--- src/rtl/multdiv_unit.sv ---
// Iterative signed multiplier (radix-2 Booth) / divider (restoring) for the execute stage.
// Every operation takes WIDTH+1 cycles from the start edge to the one-cycle ready strobe.
//
// state | meaning
// IDLE  | waiting for a ctrl_MULT / ctrl_DIV pulse
// RUN   | one Booth or restoring-division step per cycle, WIDTH steps
// DONE  | registers result/exception and pulses ready; may accept the next start
module multdiv_unit #(
    parameter int WIDTH = 32
) (
    input  logic             clock,
    input  logic             reset,
    input  logic [WIDTH-1:0] data_operandA,
    input  logic [WIDTH-1:0] data_operandB,
    input  logic             ctrl_MULT,
    input  logic             ctrl_DIV,
    output logic [WIDTH-1:0] data_result,
    output logic             data_exception,
    output logic             data_resultRDY,
    output logic             busy
);

    localparam int CW = $clog2(WIDTH) + 1;

    typedef enum logic [1:0] {
        IDLE = 2'd0,
        RUN  = 2'd1,
        DONE = 2'd2
    } state_t;

    state_t           state;
    logic [CW-1:0]    cnt;
    logic             op_mul;

    logic [WIDTH-1:0] mcand;
    logic [2*WIDTH:0] prod;

    logic [WIDTH-1:0] rem;
    logic [WIDTH-1:0] quo;
    logic [WIDTH-1:0] dvsr;
    logic             neg_q;
    logic             div_err;

    logic             start;
    logic [WIDTH-1:0] abs_a;
    logic [WIDTH-1:0] abs_b;
    logic             a_is_min;
    logic             b_is_neg1;

    logic [WIDTH:0]   booth_hi;
    logic [WIDTH:0]   booth_m;
    logic [WIDTH:0]   booth_sum;
    logic [2*WIDTH:0] prod_next;

    logic [WIDTH:0]   div_shift;
    logic             div_ge;

    logic             mul_ovf;

    always_comb begin
        start     = ctrl_MULT | ctrl_DIV;
        abs_a     = data_operandA[WIDTH-1] ? (~data_operandA + 1'b1) : data_operandA;
        abs_b     = data_operandB[WIDTH-1] ? (~data_operandB + 1'b1) : data_operandB;
        a_is_min  = (data_operandA == {1'b1, {(WIDTH-1){1'b0}}});
        b_is_neg1 = (data_operandB == {WIDTH{1'b1}});
    end

    // Booth add/sub is done one bit wider so negating the most negative
    // multiplicand keeps its true sign for the arithmetic shift.
    always_comb begin
        booth_hi = {prod[2*WIDTH], prod[2*WIDTH:WIDTH+1]};
        booth_m  = {mcand[WIDTH-1], mcand};
        case (prod[1:0])
            2'b01:   booth_sum = booth_hi + booth_m;
            2'b10:   booth_sum = booth_hi - booth_m;
            default: booth_sum = booth_hi;
        endcase
        prod_next = {booth_sum, prod[WIDTH:1]};
    end

    always_comb begin
        div_shift = {rem, quo[WIDTH-1]};
        div_ge    = (div_shift >= {1'b0, dvsr});
    end

    // Overflow when product bits [2W-1:W-1] are not a pure sign extension.
    always_comb begin
        mul_ovf = !((&prod[2*WIDTH:WIDTH]) || (~|prod[2*WIDTH:WIDTH]));
    end

    always_ff @(posedge clock or posedge reset) begin
        if (reset) begin
            state          <= IDLE;
            cnt            <= '0;
            op_mul         <= 1'b0;
            mcand          <= '0;
            prod           <= '0;
            rem            <= '0;
            quo            <= '0;
            dvsr           <= '0;
            neg_q          <= 1'b0;
            div_err        <= 1'b0;
            data_result    <= '0;
            data_exception <= 1'b0;
            data_resultRDY <= 1'b0;
            busy           <= 1'b0;
        end else begin
            data_resultRDY <= 1'b0;

            case (state)
                RUN: begin
                    prod <= prod_next;
                    rem  <= div_ge ? WIDTH'(div_shift - {1'b0, dvsr}) : div_shift[WIDTH-1:0];
                    quo  <= {quo[WIDTH-2:0], div_ge};
                    if (cnt != CW'(WIDTH)) begin
                        cnt <= cnt + 1'b1;
                    end
                    if (cnt == CW'(WIDTH - 1)) begin
                        state <= DONE;
                    end
                end
                DONE: begin
                    if (op_mul) begin
                        data_result    <= prod[WIDTH:1];
                        data_exception <= mul_ovf;
                    end else if (div_err) begin
                        data_result    <= '0;
                        data_exception <= 1'b1;
                    end else begin
                        data_result    <= neg_q ? (~quo + 1'b1) : quo;
                        data_exception <= 1'b0;
                    end
                    data_resultRDY <= 1'b1;
                    busy           <= 1'b0;
                    state          <= IDLE;
                end
                default: ;
            endcase

            // A start in DONE overrides the return to IDLE: back-to-back issue.
            if (state != RUN && start) begin
                op_mul  <= ctrl_MULT;
                mcand   <= data_operandA;
                prod    <= {{WIDTH{1'b0}}, data_operandB, 1'b0};
                rem     <= '0;
                quo     <= abs_a;
                dvsr    <= abs_b;
                neg_q   <= data_operandA[WIDTH-1] ^ data_operandB[WIDTH-1];
                div_err <= (data_operandB == '0) || (a_is_min && b_is_neg1);
                cnt     <= '0;
                busy    <= 1'b1;
                state   <= RUN;
            end
        end
    end

endmodule

--- config.mk ---
export PLATFORM = sky130hd
export DESIGN_NAME = multdiv_unit
export DESIGN_NICKNAME = d
export VERILOG_FILES = /design/src/rtl/multdiv_unit.sv
export SDC_FILE = /design/constraint.sdc
export NUM_CORES = 1
export LEC_CHECK = 0
export CAP_MARGIN = 20
export CELL_PAD_IN_SITES_DETAIL_PLACEMENT = 0
export CELL_PAD_IN_SITES_GLOBAL_PLACEMENT = 2
export CORE_ASPECT_RATIO = 0.7
export CORE_UTILIZATION = 37
export DETAILED_ROUTE_END_ITERATION = 8
export GPL_ROUTABILITY_DRIVEN = 0
export PLACE_DENSITY = 0.82
export SLEW_MARGIN = 25
export SYNTH_ARGS = -nofsm -noshare
export SYNTH_HDL_FRONTEND = slang
export SYNTH_SLANG_ARGS = --single-unit
--- constraint.sdc ---
create_clock -name clock -period 12.9 [get_ports clock]
set_input_delay 3.87 -clock clock [delete_from_list [all_inputs] [get_ports clock]]
set_output_delay 3.87 -clock clock [all_outputs]
set_load 0.1 [all_outputs]
======== Word-level counts from Yosys, hierarchy flattened ========
Cells that the tools add are included.
storage, ports and cells
  input port bits ......................... 68
  word-level logic and storage cells ...... 79
  flip-flop bits (word level) ............. 239
cells by class
  reduce and logical (&&, ||, !) cells .... 17
  order comparisons ....................... 1
  $add $sub $neg .......................... 7
  equal/unequal tests ..................... 10
  mux-type cells .......................... 24
  bitwise gates (word level) .............. 5
operators by type and width
  kind                                                  count
  two-way mux 32 bit                                    10
  two-way mux 65 bit                                    2
  adder 32 x 1 -> 32 bit (second input constant)        3
  inverter 32 bit                                       3
  one-hot mux 33 bit (2 select lines)                   1
  equality test 32 bit (second input constant)          2
  adder 32 x 32 -> 33 bit                               1
  greater-or-equal comparator 33 x 32 -> 1 bit          1
  AND reduction 33 bit                                  1
  OR reduction 33 bit                                   1
  subtractor 32 x 32 -> 33 bit                          1
  zero test 32 bit                                      1
  subtractor 32 bit                                     1
  two-way mux 6 bit                                     3
  adder 6 x 1 -> 6 bit (second input constant)          1
  equality test 6 x 5 -> 1 bit (second input constant)  1
  != test 6 bit (second input constant)                 1
  AND reduction 2 bit                                   3
  nonzero test 2 bit                                    3
  nonzero test 3 bit                                    2
  two-way mux 1 bit                                     5
  equality test 2 x 1 -> 1 bit (second input constant)  2
  equality test 2 bit (second input constant)           2
  two-way mux 2 bit                                     2
  8 further kinds                                       11

======== Longest topological paths before layout ========
Gate-level depths: netlist (run 1).
  word-level depth ........................ 5
  depth in mapped cells ................... 20
  gate-level depth less buffers ........... 19

======== Least setup slack after synthesis (run 1) ========
OpenSTA, ideal clock, no wires.
  kind .................................... input-to-reg
  start ................................... input port data_operandA[6]
  end ..................................... register quo[27]
  data required time ...................... 12.768 ns
  data arrival time ....................... 5.962 ns
  path buffers ............................ 1
  stages on the path ...................... 10
  library setup time ...................... 0.132 ns
  setup slack ............................. 6.806 ns
  path through ............................ or4_4 > or3_4 > nand2b_4 > or3b_1 > buf_6 > o31ai_4 > xor2_1 > nor2_1 > a21oi_1 > o21ai_1
on the way
  longest elaborated chain between the ends .. 4
RTL lines
  what                    line  source
  from (decl)             13    input logic [WIDTH-1:0] data_operandA,
  inverter 32 bit         62    abs_a = data_operandA[WIDTH-1] ? (~data_operandA + 1'b1) : data_operandA;
  adder 32 x 1 -> 32 bit  62
  two-way mux 32 bit      62
  two-way mux 32 bit      141   if (state != RUN && start) begin
  to (signal assigned)    114   quo <= {quo[WIDTH-2:0], div_ge};
  to (signal assigned)    146   quo <= abs_a;
  to (decl)               39    logic [WIDTH-1:0] quo;
No other way between the ends.
A chain may end at the register's enable or synchronous reset.

======== Worst setup path in the final report (run 1) ========
  start ................................... input port data_operandA[4]
  end ..................................... register quo[29]
The elaborated chain is that of the path after synthesis.

==> metrics.yaml, run 1 <==
logic_gate_share_of_total_power_pct: 60.8
cpPeakStageDelay_ns: 0.54
tns_ns: 0
yosys_register_bits: 239
cts_max_path_buffers: 3
layout_commonest_cell: "sky130_fd_sc_hd__nand2_1"
synthesis.instances: 1993
post_cts_resize_count: 0
synth_enable_flop_cells: 0
detailedPlacementHpwl_um: 38900
final_layout_size_suffix_gt1_share_pct: 5.36
io_pins: 103
path_class: "in -> reg"
grt_use_total_pct: 23.9
nets: 2176
post_synth_and_or_nand_nor_area_fraction_pct: 21.2
cts_root_buffer: "sky130_fd_sc_hd__clkbuf_16"
cp_num_cells: 11
setup_repair_after_global_routing_missed_its_margin: "false"
dpl-instance-area_um2: 17800
power.leakage_nw: 7.92
rr_worst_depth: 16
cts_hold_buffers: 0
achievable-frequency_mhz: 150
area_of_the_mapped_netlist_um2: 16200
clockPowerShare_pct: 13.8
worst_skew_pair.late_latency_ns: 0.58
port_buffer_cells: 102
setup.worst_path.end_class: "flip-flop"
drt_first_iter_violations: 1087
slew_headroom_pct: 32.6
p_sw_share_pct: 49.0
core_um2: 42800
clock_sink_count: 239
hold-worst-slack_ns: 0.483
post_synth_xor_area_fraction_pct: 9.45
worst_ep_required_time_ns: 13.35
synth_largest_type_area_fraction_pct: 36.9
drc: 0
area_of_the_die_um2: 44700
start_kind: "input port"
run_status: "finished, final reports clean"
nFillCells: 4335
critical_path.n_buffers_inverters: 1
drt-wirelength-per-cell_um: 20.2
cellInternalPower_mw: 3.11
via_per_inst: 5.63
synth_compound_gate_area_share_pct: 22.0
hold_path_depth: 2
h_tree_depth: 1
synthAdderAreaFrac_pct: 5.88
ys_types: 72
timing_worst_slew_pin_value_ns: 1.01
antennaDiodeCount: 0
chip_height_um: 177
number_of_buffers_inserted_during_clock_tree_synthesis: 27
area.sequential_um2: 5980
grt_pass1_vias: 13900
antenna_violations_before_repair: 0
fraction_of_power_consumed_by_sequential_logic_pct: 25.4
final_antenna_net_count: 0
critical_path_arrival_ns: 7.12
drt_wl_total_um: 53400
synth_top_family_by_area: "compound AO/OA/AOI/OAI gates"
ys.flop_type: "sky130_fd_sc_hd__dfrtp_1"
syn_to_final_growth_pct: 15.4
timing_hold_violations_final: 0
critical_path.top_delay_family: "simple AND/OR/NAND/NOR gates"
cpMaxStageDelayCell: "sky130_fd_sc_hd__or3b_1"
chipWidth_um: 252
total_nets_after_synthesis: 2136
multi_input_combinational_cell_area_um2: 9630
grt_first_pass_wirelength_um: 83200
netSwitchingPower_mw: 2.99
ys_seq_area_share_pct: 36.9
fin_util_pct: 43.8
synth.top_cells.by_area: "sky130_fd_sc_hd__dfrtp_1 (37%), sky130_fd_sc_hd__nand2_1 (7.9%), sky130_fd_sc_hd__ha_1 (5.6%), sky130_fd_sc_hd__o21ai_0 (5.4%), sky130_fd_sc_hd__xnor2_1 (4.8%)"
power_per_cell_area_nw_per_um2: 326
global_route.overflow_total: 0
crit_chain: "clkdlybuf4s50_1 -> nor4_1 -> nand3_1 -> or3_4 -> nand2b_4 -> or3b_1 -> o31ai_4 -> xor2_1 -> nor2_1 -> a21oi_1 -> o21ai_1"
skew_ns: 0.0188
yosys-mux-area-fraction_pct: 0.432
synthDominantAreaCellType: "sky130_fd_sc_hd__dfrtp_1"
most-common-layout-cells: "sky130_fd_sc_hd__nand2_1 (339), sky130_fd_sc_hd__dfrtp_1 (239), sky130_fd_sc_hd__o21ai_0 (175)"
num_rows: 63
postCtsSetupBuffers: 0
power.ir.vdd_worst_mv: 0.137
setup_viol: 0
floorplan.initialDensity_pct: 37.9
max_cap_viol_count: 0
tritoncts_clock_tree: "built"
maximum_number_of_pins_on_one_net_before_global_route_repair: 130
maxSlewViolCount: 0
ys_async_sr_fraction_pct: 100
period_minus_slack_ns: 6.68
num_vias: 14900
synthesis.area_per_instance_um2: 8.14
crit_fanout: 6
hold_path.class: "reg -> reg"
clkSlewWorstSetupHoldPaths_ns: 0.06
drt-pass1-iter-count: 6
synth_warnings: 0
period_share_pct: 51.8
stdcell_area_um2: 18700
-- through the flow --
step / total power [mW] / cells / setup slack, ns
after detailed placement: 5.23 / 2589 / 5.71
after global routing: 6.62 / 2639 / 6.04
after floorplan: 4.25 / 1993 / 2.47
after CTS: 6.10 / 2639 / 6.33
final: 6.10 / 2639 / 6.22
after global placement: 5.17 / 2589 / 5.73
-- per-layer routing --
layer | wire [µm] | GRT usage (%)
met5 | 0 | 0
met2 | 21800 | 34.0
met1 | 27100 | 37.1
met3 | 3310 | 4.04
met4 | 1150 | 5.40
-- logic make-up (layout without fill, tap and decap cells) --
logic type,after synthesis,after routing
simple gates,757,757
compound gates,567,567
flops,239,239
xor+xnor,175,175
buf+inv,173,234
fa+ha+maj,75,75
mux,7,7
-- registers in the layout, summed over array words and instances, names as in the netlist --
signal / count
busy: 1
cnt: 6
data_exception: 1
data_result: 32
data_resultRDY: 1
div_err: 1
dvsr: 32
mcand: 32
neg_q: 1
op_mul: 1
prod: 65
quo: 32
rem: 32
state: 2
-- cell usage after synthesis (all sizes together) (2+ instances only) --
master / instances
nand2: 340
dfrtp: 239
o21ai: 182
nor2: 169
a21oi: 138
clkbuf: 98
xnor2: 89
xor2: 86
ha: 73
nand3: 65
inv: 61
a31oi: 47
nor3: 46
a21o: 39
o31ai: 37
nand4: 27
nor4: 25
a221oi: 19
nand2b: 19
a32oi: 18
buf: 13
o41ai: 13
or3: 13
nor2b: 12
o211ai: 11
or4: 11
a22o: 10
o22ai: 9
o21bai: 8
and2: 7
and3: 7
mux2i: 7
or2: 7
a211oi: 6
o21a: 6
o31a: 5
a311oi: 4
a41oi: 4
a22oi: 3
a221o: 2
and4: 2
fa: 2
nor3b: 2
or3b: 2
-- power by group through the flow --
stage          Combinational [mW]  Clock [mW]  Sequential, mW
4_1_cts                      3.69       0.867            1.54
3_5_place_dp                 3.68           0            1.55
2_1_floorplan                2.75           0            1.50
3_3_place_gp                 3.63           0            1.55
5_1_grt                      4.13       0.888            1.60
6_report                     3.71       0.844            1.55
-- path summary, 6_finish.rpt --
| check | startpoint | end | slack (ns) |
|---|---|---|---|
| worst max-delay path | data_operandA[4] | quo[29] | 6.22 |
| worst min-delay path | dvsr[26] | dvsr[26] | 0.48 |
| worst max register to register | mcand[3] | prod[63] | 7.70 |
| worst min register to register | dvsr[26] | dvsr[26] | 0.48 |
| max in group asynchronous | reset | data_result[12] | 7.79 |
| min in group asynchronous | reset | prod[53] | 3.88 |
-- layout make-up --
cell class | instances | share of cell area, %
Clock buffer | 36 | 4.11
Multi-Input combinational cell | 1581 | 51.4
Inverter | 62 | 1.28
Timing Repair Buffer | 122 | 6.32
Clock inverter | 14 | 1.02
Sequential cell | 239 | 31.9
Tap cell | 585 | 3.91
-- worst reg2reg max path, cell delays in order, from the launching register on --
cell,delay (ns)
sky130_fd_sc_hd__dfrtp_1,0.43
sky130_fd_sc_hd__nor3_1,0.38
sky130_fd_sc_hd__nand3_1,0.17
sky130_fd_sc_hd__nor3b_1,0.34
sky130_fd_sc_hd__and2_1,0.35
sky130_fd_sc_hd__a21oi_1,0.13
sky130_fd_sc_hd__xnor2_1,0.58
sky130_fd_sc_hd__ha_1,0.42
sky130_fd_sc_hd__a21oi_1,0.17
sky130_fd_sc_hd__nor2b_1,0.08
sky130_fd_sc_hd__or3b_2,0.45
sky130_fd_sc_hd__a221o_1,0.31
sky130_fd_sc_hd__a41oi_1,0.49
sky130_fd_sc_hd__o31ai_1,0.23
sky130_fd_sc_hd__a31oi_1,0.24
sky130_fd_sc_hd__xor2_1,0.18
sky130_fd_sc_hd__o211ai_1,0.11
(Power assumes the default switching activity.)
==> inputs of run 2 (changes only) <==
- clock period: 12.9 -> 6.4 ns (I/O delays scaled with it)
==> metrics.yaml, run 2 (synthesis results as in run 1) <==
run_status: "finished, final reports clean"
cts_max_path_buffers: 3
power.leakage_nw: 7.94
crit_chain: "nor3_1 -> nand3_1 -> nor3b_1 -> and2_1 -> a21oi_1 -> xnor2_1 -> ha_1 -> a21oi_1 -> nor2b_1 -> or3b_2 -> a221o_1 -> a41oi_1 -> o31ai_1 -> a31oi_1 -> xor2_1 -> o211ai_1"
hold_path.class: "reg -> reg"
num_vias: 14900
number_of_buffers_inserted_during_clock_tree_synthesis: 27
area.sequential_um2: 5980
grt_use_total_pct: 24.1
dpl-instance-area_um2: 17800
crit_fanout: 6
grt_pass1_vias: 14000
chip_height_um: 177
postCtsSetupBuffers: 0
power.ir.vdd_worst_mv: 0.230
critical_path.n_buffers_inverters: 0
layout_commonest_cell: "sky130_fd_sc_hd__nand2_1"
final_layout_size_suffix_gt1_share_pct: 5.50
cts_hold_buffers: 0
period_minus_slack_ns: 4.98
global_route.overflow_total: 0
timing_hold_violations_final: 0
ff2ff_setup_slack_ns: 1.42
critical_path_arrival_ns: 5.41
antennaDiodeCount: 0
cpMaxStageDelayCell: "sky130_fd_sc_hd__nor3_1"
antenna_violations_before_repair: 0
period_share_pct: 77.8
clock_sink_count: 239
nFillCells: 4353
power_per_cell_area_nw_per_um2: 654
chipWidth_um: 252
detailedPlacementHpwl_um: 39000
drt-wirelength-per-cell_um: 20.3
via_per_inst: 5.63
drt_first_iter_violations: 1094
timing_worst_slew_pin_value_ns: 1.00
maximum_number_of_pins_on_one_net_before_global_route_repair: 166
setup_repair_after_global_routing_missed_its_margin: "false"
nets: 2179
drt-pass1-iter-count: 7
stdcell_area_um2: 18800
place_inst: 2590
tritoncts_clock_tree: "built"
largest_register_ff_count: 65
clkSlewWorstSetupHoldPaths_ns: 0.07
achievable-frequency_mhz: 201
setup_viol: 0
tns_ns: 0
post_cts_resize_count: 0
io_pins: 103
grt_first_pass_wirelength_um: 83800
cpMostUsedCell: "sky130_fd_sc_hd__a21oi_1"
cts_root_buffer: "sky130_fd_sc_hd__clkbuf_16"
start_kind: "flip-flop"
maxSlewViolCount: 0
area_of_the_die_um2: 44700
post-route-worst-setup-slack_ns: 1.42
path_class: "reg -> reg"
final_antenna_net_count: 0
skew_ns: 0.0142
most-common-layout-cells: "sky130_fd_sc_hd__nand2_1 (339), sky130_fd_sc_hd__dfrtp_1 (239), sky130_fd_sc_hd__o21ai_0 (175)"
num_rows: 63
setup.worst_path.end_class: "flip-flop"
h_tree_depth: 1
worst_skew_pair.late_latency_ns: 0.58
slew_headroom_pct: 32.9
finish.cell_count_without_fillers: 2641
critical_path.top_delay_family: "simple AND/OR/NAND/NOR gates"
cpPeakStageDelay_ns: 0.47
largest_register: "prod"
multi_input_combinational_cell_area_um2: 9630
max_cap_viol_count: 0
port_buffer_cells: 102
worst_ep_required_time_ns: 6.83
drt_wl_total_um: 53600
drc: 0
syn_to_final_growth_pct: 15.9
core_um2: 42800
floorplan.initialDensity_pct: 37.9
pre_cts_slack_ns: 1.20
-- run 2: changes by cell type in the layout (fill, tap and decap cells not counted), sizes merged --
cell | previous run | this run
clkbuf | 36 | 35
buf | 20 | 23
clkinv | 9 | 7
inv | 62 | 61
clkinvlp | 1 | 4
-- run 2: path summary, 6_finish.rpt --
path                              endpoint  cells after the start  startpoint
setup / recovery                  prod[63]                     16    mcand[3]
setup reg to reg                  prod[63]                     16    mcand[3]
hold reg to reg                   dvsr[25]                      2    dvsr[25]
min in group asynchronous         prod[52]                      3       reset
hold / removal                    dvsr[25]                      2    dvsr[25]
max in group asynchronous  data_result[17]                      4       reset
-- run 2: metal layers --
layer	routed length, µm	global-route usage [%]	share of wire (%)	vias to the layer above
li1	-	-	-	7172
met1	27900	38.0	52	7233
met5	0	0	0	-
met3	3240	4.10	6.0	47
met2	21700	34.0	41	411
met4	765	4.09	1.4	0
-- run 2: power by group --
part | internal, mW | total (mW) | switching [mW]
combinational | 3.03 | 7.47 | 4.44
sequential | 2.25 | 3.12 | 0.874
clock | 1.01 | 1.70 | 0.698
total | 6.29 | 12.3 | 6.01
-- run 2: worst reg2reg max path: stages, from the launching register on --
cell and delay [ns]:
sky130_fd_sc_hd__dfrtp_1 0.42, sky130_fd_sc_hd__nor3_1 0.47, sky130_fd_sc_hd__nand3_1 0.17, sky130_fd_sc_hd__nor3b_1 0.32
sky130_fd_sc_hd__and2_1 0.27, sky130_fd_sc_hd__a21oi_1 0.10, sky130_fd_sc_hd__xnor2_1 0.45, sky130_fd_sc_hd__ha_1 0.41
sky130_fd_sc_hd__a21oi_1 0.18, sky130_fd_sc_hd__nor2b_1 0.08, sky130_fd_sc_hd__or3b_2 0.44, sky130_fd_sc_hd__a221o_1 0.32
sky130_fd_sc_hd__a41oi_1 0.47, sky130_fd_sc_hd__o31ai_1 0.22, sky130_fd_sc_hd__a31oi_1 0.23, sky130_fd_sc_hd__xor2_1 0.17
sky130_fd_sc_hd__o211ai_1 0.11
-- run 2: cell type report --
cell class / instances / area share [%]
Tap cell: 585 / 3.89
Sequential cell: 239 / 31.8
Clock buffer: 35 / 4.07
Multi-Input combinational cell: 1581 / 51.2
Clock inverter: 14 / 1.02
Timing Repair Buffer: 125 / 6.70
Inverter: 62 / 1.26
-- run 2: per-stage QoR --
stage / util, % / power [mW] / hold slack [ns]
5_1_grt: 43.9 / 13.4 / 0.502
3_3_place_gp: 41.6 / 10.4 / 0.463
2_1_floorplan: - / 8.57 / 0.450
6_report: 43.9 / 12.3 / 0.481
3_5_place_dp: 41.6 / 10.5 / 0.471
4_1_cts: 43.8 / 12.3 / 0.485
